<file path="src/rtl/axi_stream_remove_header.sv">
// Strips N = byte_remove_cnt+1 leading bytes from each AXI-Stream packet and realigns the payload.
// Define AXI_STREAM_REMOVE_HEADER_HDR_OUT_EN to present the stripped bytes on the header channel.
module axi_stream_remove_header #(
  parameter int DATA_WD      = 32,
  parameter int DATA_BYTE_WD = DATA_WD / 8,
  parameter int BYTE_CNT_WD  = $clog2(DATA_BYTE_WD)
) (
  input  logic                    clk,
  input  logic                    rst_n,
  input  logic                    valid_in,
  output logic                    ready_in,
  input  logic [DATA_WD-1:0]      data_in,
  input  logic [DATA_BYTE_WD-1:0] keep_in,
  input  logic                    last_in,
  output logic                    valid_out,
  input  logic                    ready_out,
  output logic [DATA_WD-1:0]      data_out,
  output logic [DATA_BYTE_WD-1:0] keep_out,
  output logic                    last_out,
  input  logic                    valid_remove,
  output logic                    ready_remove,
  input  logic [BYTE_CNT_WD-1:0]  byte_remove_cnt,
  output logic                    valid_header,
  input  logic                    ready_header,
  output logic [DATA_WD-1:0]      data_header,
  output logic [DATA_BYTE_WD-1:0] keep_header
);

  localparam int CW = BYTE_CNT_WD + 1;
  localparam logic [CW-1:0] FULL = CW'(DATA_BYTE_WD);

  typedef enum logic [1:0] {IDLE, FIRST, BODY, FLUSH} state_t;

  state_t                  state, state_nxt;
  logic [CW-1:0]           n_reg;
  logic [CW-1:0]           res_cnt;
  logic [DATA_WD-1:0]      residue;
  logic [CW-1:0]           v_cnt;
  logic [CW-1:0]           rem_cnt;
  logic [CW:0]             sum_cnt;
  logic [DATA_WD-1:0]      din_m;
  logic [DATA_WD-1:0]      body_data;
  logic                    out_free;
  logic                    hdr_free;
  logic                    accept;
  logic                    load_out;
  logic [DATA_WD-1:0]      ld_data;
  logic [DATA_BYTE_WD-1:0] ld_keep;
  logic                    ld_last;

  function automatic logic [CW-1:0] count_ones(input logic [DATA_BYTE_WD-1:0] k);
    logic [CW-1:0] c;
    c = '0;
    for (int i = 0; i < DATA_BYTE_WD; i++) c = c + CW'(k[i]);
    return c;
  endfunction

  function automatic logic [DATA_BYTE_WD-1:0] msb_mask(input logic [CW-1:0] n);
    logic [DATA_BYTE_WD-1:0] m;
    for (int i = 0; i < DATA_BYTE_WD; i++) m[DATA_BYTE_WD-1-i] = (i < int'(n));
    return m;
  endfunction

  function automatic logic [DATA_WD-1:0] keep_bits(input logic [DATA_BYTE_WD-1:0] k);
    logic [DATA_WD-1:0] b;
    for (int i = 0; i < DATA_BYTE_WD; i++) b[8*i +: 8] = {8{k[i]}};
    return b;
  endfunction

  assign v_cnt     = count_ones(keep_in);
  assign din_m     = data_in & keep_bits(keep_in);
  assign rem_cnt   = (v_cnt > n_reg) ? v_cnt - n_reg : '0;
  assign sum_cnt   = {1'b0, res_cnt} + {1'b0, v_cnt};
  assign body_data = residue | (din_m >> {res_cnt, 3'b000});
  assign out_free  = !valid_out || ready_out;
  assign accept    = valid_in && ready_in;

  // Control FSM: state register
  always_ff @(posedge clk or negedge rst_n) begin
    if (!rst_n) state <= IDLE;
    else        state <= state_nxt;
  end

  always_comb begin
    state_nxt = state;
    case (state)
      IDLE:  if (valid_remove) state_nxt = FIRST;
      FIRST: if (accept) state_nxt = last_in ? IDLE : BODY;
      BODY:  if (accept && last_in) state_nxt = (sum_cnt > {1'b0, FULL}) ? FLUSH : IDLE;
      FLUSH: if (out_free) state_nxt = IDLE;
      default: state_nxt = IDLE;
    endcase
  end

  always_comb begin
    ready_remove = 1'b0;
    ready_in     = 1'b0;
    case (state)
      IDLE:  ready_remove = 1'b1;
      FIRST: ready_in     = out_free && hdr_free;
      BODY:  ready_in     = out_free;
      default: ;
    endcase
  end

  // Output beat selection for the single register stage
  always_comb begin
    load_out = 1'b0;
    ld_data  = body_data;
    ld_keep  = '1;
    ld_last  = 1'b0;
    case (state)
      FIRST: if (accept && last_in && rem_cnt != '0) begin
        load_out = 1'b1;
        ld_data  = din_m << {n_reg, 3'b000};
        ld_keep  = msb_mask(rem_cnt);
        ld_last  = 1'b1;
      end
      BODY: if (accept) begin
        if (!last_in || sum_cnt > {1'b0, FULL}) begin
          load_out = 1'b1;
        end else if (sum_cnt != '0) begin
          load_out = 1'b1;
          ld_keep  = msb_mask(sum_cnt[CW-1:0]);
          ld_last  = 1'b1;
        end
      end
      FLUSH: if (out_free) begin
        load_out = 1'b1;
        ld_data  = residue;
        ld_keep  = msb_mask(res_cnt);
        ld_last  = 1'b1;
      end
      default: ;
    endcase
  end

  // Residue tracking and output register
  always_ff @(posedge clk or negedge rst_n) begin
    if (!rst_n) begin
      n_reg     <= '0;
      res_cnt   <= '0;
      residue   <= '0;
      valid_out <= 1'b0;
      data_out  <= '0;
      keep_out  <= '0;
      last_out  <= 1'b0;
    end else begin
      case (state)
        IDLE: if (valid_remove) n_reg <= {1'b0, byte_remove_cnt} + CW'(1);
        FIRST: if (accept) begin
          residue <= din_m << {n_reg, 3'b000};
          res_cnt <= last_in ? '0 : FULL - n_reg;
        end
        BODY: if (accept) begin
          residue <= din_m << {FULL - res_cnt, 3'b000};
          if (last_in)
            res_cnt <= (sum_cnt > {1'b0, FULL}) ? CW'(sum_cnt - {1'b0, FULL}) : '0;
        end
        FLUSH: if (out_free) begin
          residue <= '0;
          res_cnt <= '0;
        end
        default: ;
      endcase

      if (load_out) begin
        valid_out <= 1'b1;
        data_out  <= ld_data & keep_bits(ld_keep);
        keep_out  <= ld_keep;
        last_out  <= ld_last;
      end else if (valid_out && ready_out) begin
        valid_out <= 1'b0;
      end
    end
  end

`ifdef AXI_STREAM_REMOVE_HEADER_HDR_OUT_EN
  logic [CW-1:0] hdr_cnt;

  function automatic logic [DATA_BYTE_WD-1:0] lsb_mask(input logic [CW-1:0] n);
    logic [DATA_BYTE_WD-1:0] m;
    for (int i = 0; i < DATA_BYTE_WD; i++) m[i] = (i < int'(n));
    return m;
  endfunction

  assign hdr_cnt  = (v_cnt < n_reg) ? v_cnt : n_reg;
  assign hdr_free = !valid_header || ready_header;

  // Header register: stripped bytes right-aligned
  always_ff @(posedge clk or negedge rst_n) begin
    if (!rst_n) begin
      valid_header <= 1'b0;
      data_header  <= '0;
      keep_header  <= '0;
    end else if (state == FIRST && accept) begin
      valid_header <= 1'b1;
      data_header  <= din_m >> {FULL - hdr_cnt, 3'b000};
      keep_header  <= lsb_mask(hdr_cnt);
    end else if (valid_header && ready_header) begin
      valid_header <= 1'b0;
    end
  end
`else
  // Header bytes are discarded; ready_header has no effect on the stream.
  assign hdr_free     = 1'b1 | ready_header;
  assign valid_header = 1'b0;
  assign data_header  = '0;
  assign keep_header  = '0;
`endif

endmodule
</file>
<file path="config.mk">
export PLATFORM = sky130hd
export DESIGN_NAME = axi_stream_remove_header
export DESIGN_NICKNAME = d
export VERILOG_FILES = /design/src/rtl/axi_stream_remove_header.sv
export SDC_FILE = /design/constraint.sdc
export NUM_CORES = 1
export LEC_CHECK = 0
export BUFFER_PORTS_ARGS = -buffer_cell sky130_fd_sc_hd__buf_2
export CAP_MARGIN = 20
export CELL_PAD_IN_SITES_DETAIL_PLACEMENT = 2
export CELL_PAD_IN_SITES_GLOBAL_PLACEMENT = 2
export CORE_MARGIN = 2
export CORE_UTILIZATION = 30
export CTS_CLUSTER_DIAMETER = 60
export DETAILED_ROUTE_END_ITERATION = 12
export GPL_TIMING_DRIVEN = 0
export MAX_ROUTING_LAYER = met4
export PLACE_DENSITY = 0.77
export SLEW_MARGIN = 15
export SYNTH_ARGS = -nofsm -noshare
export SYNTH_HDL_FRONTEND = slang
export SYNTH_SLANG_ARGS = --single-unit
</file>
<file path="constraint.sdc">
create_clock -name clk -period 2.95 [get_ports clk]
set_input_delay 0.59 -clock clk [delete_from_list [all_inputs] [get_ports clk]]
set_output_delay 0.59 -clock clk [all_outputs]
set_load 0.05 [all_outputs]
</file>
After elaboration in Yosys (flattened, before gate mapping)
Cells that the tools add are included.
Word-level totals
  bits in registers: 78
  output and inout port bits: 77
Operators by class
  add/subtract/negate cells: 9
  order comparisons: 14
  equality and inequality tests: 9
  shift operators: 3
  mux-type cells: 41
  bitwise operators: 3
  reduce and logical (&&, ||, !) cells: 18
Operators with widths (number)
  $mux 32: 5
  $pmux 32 s3: 1
  $and 32x32->32: 2
  $pmux 32 s2: 1
  $shl 32x6->32: 2
  $or 32x32->32: 1
  $shr 32x6->32: 1
  $mux 3: 7
  $mux 4: 5
  $lt 1x3->1 const A: 6
  $lt 2x3->1 const A: 6
  $mux 2: 6
  $ne 2x2->1 const B: 6
  $pmux 4 s3: 1
  $mux 1: 11
  $pmux 3 s3: 1
  $pmux 2 s4: 1
  $reduce_and 4->1: 2
  $pmux 1 s3: 2
  $reduce_bool 3->1: 2
  $sub 3x3->3 const A: 2
  $reduce_and 5->1: 1
  $add 3x3->4: 1
  $eq 2x2->1 const B: 2
  other kinds (17): 22

Logic depth before layout (Yosys ltp)
  word-level depth: 10
  mapped depth: 18
  gate-level depth less buffers: 13

Least setup slack after synthesis
OpenSTA, ideal clock, no wires.
  kind: input to register
  start: in keep_in[0]
  end: reg data_out[12]
  setup time: 0.104 ns
  data arrival time: 4.218 ns
  slack: -1.371 ns
  stages: 16
  cells stage by stage: clkbuf_1 > buf_1 > inv_1 > fa_1 > inv_1 > ha_1 > ha_1 > inv_1 > fa_1 > xnor2_2 > o2111a_2 > nand2_4 > a31o_1 > buf_6 > a41o_4 > o41ai_2
Between the ends
  word-level cells in the longest chain between the ends: 10
Ends and longest elaborated chain
  start: declaration: line 13  | input logic [DATA_BYTE_WD-1:0] keep_in,
  $add 1x1->2: line 54  | for (int i = 0; i < DATA_BYTE_WD; i++) c = c + CW'(k[i]);
  $add 2x1->3: line 54
  $add 3x1->3: line 54
  $add 3x3->4, or another cell as far along: line 73  | assign sum_cnt = {1'b0, res_cnt} + {1'b0, v_cnt};
  $gt 4x3->1, or another cell as far along: line 120  | if (!last_in || sum_cnt > {1'b0, FULL}) begin
  $logic_or 1x1->1, or another cell as far along: line 120
  $mux 4 / $logic_and 1x1->1 (equally long branches): line 120, 113
  $mux 4, or another cell as far along: line 119  | BODY: if (accept) begin
  $pmux 4 s3 / $pmux 32 s2 (equally long branches): line 112  | case (state)
  $and 32x32->32: line 169  | data_out <= ld_data & keep_bits(ld_keep);
  end signal: assignment: line 169
  end: declaration: line 17  | output logic [DATA_WD-1:0] data_out,
Several ways; a longest one is shown, not always the timed one.
A chain may end at the register's enable or synchronous reset.

Worst setup path in the final report
  start: in keep_in[3]
  end: reg data_out[28]
Between the ends
  word-level cells in the longest chain between the ends: 8
Ends and longest elaborated chain (line)
  $add 3x1->3: 54
  $add 3x3->4, or another cell as far along: 73
  $gt 4x3->1, or another cell as far along: 120
  $logic_or 1x1->1, or another cell as far along: 120
  $mux 4 / $logic_and 1x1->1 (equally long branches): 120, 113
  $mux 4, or another cell as far along: 119
  $pmux 4 s3 / $pmux 32 s2 (equally long branches): 112
  $and 32x32->32: 169
Several ways; a longest one is shown, not always the timed one.

==> results.json <==
{
  "status": "finished, violations left",
  "violations": "setup timing",
  "switching_share": 0.551,
  "rsz0062_at_grt": "yes",
  "cts-buffers-inserted": 9,
  "tritoncts": "built",
  "ctsHtreeMaxLevel": 3,
  "synth_seq_area_share": 0.315,
  "clockPowerShare": 0.113,
  "p_total_mw": 10.3,
  "skew_ps": 8.87,
  "via_per_inst": 5.81,
  "comb_power_share": 0.725,
  "async_flop_share": 1.00,
  "antenna_found_initial": 0,
  "fillerInstances": 2287,
  "worst_hold_path_type": "primary input to asynchronous set/reset pin",
  "start_kind": "primary input",
  "netlist_area_um2": 6200,
  "routed_wl_um": 32900,
  "grt_pass1_wl_um": 46000,
  "die_h_um": 148,
  "worst_pin_slew_ps": 1020,
  "syn_avg_cell_area_um2": 8.03,
  "vias": 7154,
  "ys_top_cells_by_area": "dfrtp_1 31%, nand2_1 6.1%, o21ai_0 6.0%, buf_4 4.8%, nor2_1 4.2%",
  "fp.coreArea_um2": 20200,
  "die_x_um": 148,
  "drt.antenna.violating_nets": 0,
  "root_buffer": "clkbuf_16",
  "post-synth-top-area-cell": "dfrtp_1",
  "worstPathArrival_ps": 4010,
  "yosysTopAreaCellShare": 0.315,
  "vdd_drop_max_mv": 0.321,
  "slew_headroom": 0.314,
  "nNetsFinal": 1020,
  "die_area_um2": 21800,
  "areaGrowthSynthToFinish_pct": 38.8,
  "reg.largest.list": "data_out x32, residue x32, keep_out x4",
  "first_global_vias": 7454,
  "fin_area_um2": 8610,
  "critPathMaxFanout": 8,
  "grt_overflow": 0,
  "p_int_mw": 4.62,
  "pre_cts_ws_ps": -1680,
  "multiInputGateArea_um2": 4200,
  "detail_route.wl_per_cell_um": 26.7,
  "clk_path_buf_depth": 2,
  "grt_max_degree": 41,
  "insertedDiodeCount": 0,
  "drtIter0Drc": 599,
  "r2r_start": "n_reg[2]",
  "finalHoldViolCount": 0,
  "drive_above_1_share": 0.314,
  "synth_cells": 772,
  "switchingPower_mw": 5.67,
  "clock_latency_ps": 360,
  "routabilityCongestion": 0.936,
  "setup_viol": 43,
  "place.port_buffers": 82,
  "dr.pass1.iters": 7,
  "seq_area_um2": 1950,
  "drcViolationCount": 0,
  "synth_edf_count": 0,
  "maxCapViolCount": 0,
  "synth_warnings": 0,
  "place_area_um2": 7260,
  "cts-hold-fix-buffers": 0,
  "grt_usage": 0.290,
  "worst_slack_ps": -762,
  "holdWs_ps": 221,
  "period_minus_slack_ps": 3710,
  "clk_pin_slew_ps": 70,
  "required_ps": 3240,
  "r2r_slack_ps": -670,
  "dp_hpwl_um": 22100,
  "postLayoutCoreUtil": 0.425,
  "fmax_ghz": 0.269,
  "finalCritPeriodShare": 1.26,
  "path_class": "primary input to flop",
  "synthFlopType": "dfrtp_1",
  "rows": 52,
  "seqPwrFrac": 0.163,
  "critPathCaptureType": "flop",
  "reg2reg_depth": 11,
  "ys_types": 67,
  "p_leak_nw": 3.85,
  "ys_ff_latch": 78,
  "power.density_nw_per_um2": 1200,
  "cts_sinks": 78,
  "r2r_end": "data_out[28]",
  "io_pins": 122,
  "drv_slew": 0,
  "initial_utilization": 0.306
}
-- repair_timing --
action / 4_1_cts / 5_1_grt
cloned: 3 / 4
setup buffers: 37 / 19
pin swaps: 41 / 32
endpoints found under the setup margin: 71 / 69
gates resized for setup: 77 / 43
-- cells in the mapped netlist (4+ instances only) --
| cell type | instances |
|---|---|
| a222oi_1 | 7 |
| mux2i_1 | 7 |
| a221oi_1 | 4 |
| buf_4 | 40 |
| o21ai_0 | 74 |
| dfrtp_1 | 78 |
| nand2_1 | 101 |
| clkbuf_1 | 33 |
| inv_1 | 20 |
| o31ai_1 | 10 |
| buf_1 | 10 |
| o22ai_1 | 16 |
| o22a_1 | 8 |
| nor2_1 | 69 |
| a22o_1 | 23 |
| a21oi_1 | 49 |
| buf_2 | 5 |
| a221o_1 | 16 |
| a211oi_1 | 11 |
| nand3_1 | 43 |
| ha_1 | 15 |
| nor3_1 | 12 |
| a21o_1 | 5 |
| and2_1 | 19 |
| clkbuf_8 | 5 |
| a22oi_1 | 15 |
| a311oi_1 | 16 |
-- through the flow --
step / TNS [ps] / cells
floorplan: -29280 / 808
global placement: -58070 / 1160
detailed placement: -62960 / 1161
CTS: -20890 / 1212
global route: -27900 / 1231
finish: -24870 / 1231
-- power by group through the flow --
stage	logic [mW]	clock network (mW)	registers (mW)
after floorplan	3.46	0	2.12
after global placement	5.53	0	1.65
after detailed placement	5.63	0	1.67
after CTS	6.71	1.17	1.65
after global routing	7.84	1.21	1.72
final	7.45	1.16	1.67
-- cells in the final DEF (no fill, tap or decap), drive strengths merged, types with 4 or more instances in the layout --
cell type    n
and2        20
a211oi      11
a21o         6
mux2i        7
a221oi       4
nand3       43
o22ai       16
dfrtp       78
a22oi       15
nor3        12
clkinv       4
a22o        23
o21ai       78
clkbuf      48
conb        37
nor2        69
o31ai       10
a21oi       51
a311oi      16
a31oi        4
a221o       16
o22a         8
nor3b        4
a222oi       7
inv         22
ha          15
nand2      102
buf        192
-- kinds of logic after synthesis --
group | share of synthesized area
muxes | 0.0168
buffers and inverters | 0.107
DFF | 0.315
AOI/OAI and AO/OA | 0.323
xor gates and xnor gates | 0.00969
and+or+nand+nor | 0.188
other | 0.000605
adders and majority gates | 0.0400
-- layout make-up --
| type | count | share of cell area |
|---|---|---|
| multi-input cells | 616 | 0.488 |
| clock buffers | 9 | 0.0262 |
| repair buffers | 140 | 0.123 |
| well taps | 270 | 0.0393 |
| flip-flops and latches | 78 | 0.227 |
| clock inverters | 6 | 0.00727 |
| inverters | 21 | 0.0100 |
| plain buffers | 91 | 0.0795 |
-- worst max-delay path by stage --
stage               startpoint            to  slack [ps]
finish              keep_in[3]  data_out[28]        -760
global route        keep_in[3]  data_out[28]        -880
CTS                 keep_in[0]   data_out[9]        -590
detailed placement  keep_in[0]   data_out[8]       -1680
global placement    keep_in[0]   data_out[8]       -1620
floorplan           keep_in[1]  data_out[24]        -880
-- worst max-delay path, cell delays in order --
cell and delay (ps):
buf_12 100, inv_4 40, fa_1 540, inv_2 50, ha_4 270, inv_2 40, ha_4 160, fa_2 480
nand2_4 120, buf_6 100, o2111a_2 270, nand2_4 80, buf_4 180, a2111oi_0 570, a221o_1 270, a22o_1 150
-- per-layer routing --
metal  GRT usage  wire length, um  part of all wire  vias up
li1            -                -                 -     3150
met1       0.366            13800              0.42     3610
met2       0.467            15700              0.48      306
met3      0.0617             2140             0.065       88
met4      0.0885             1270             0.038        0
met5           -                0                 0        -
Note: power is estimated with default switching activity, not from simulation.
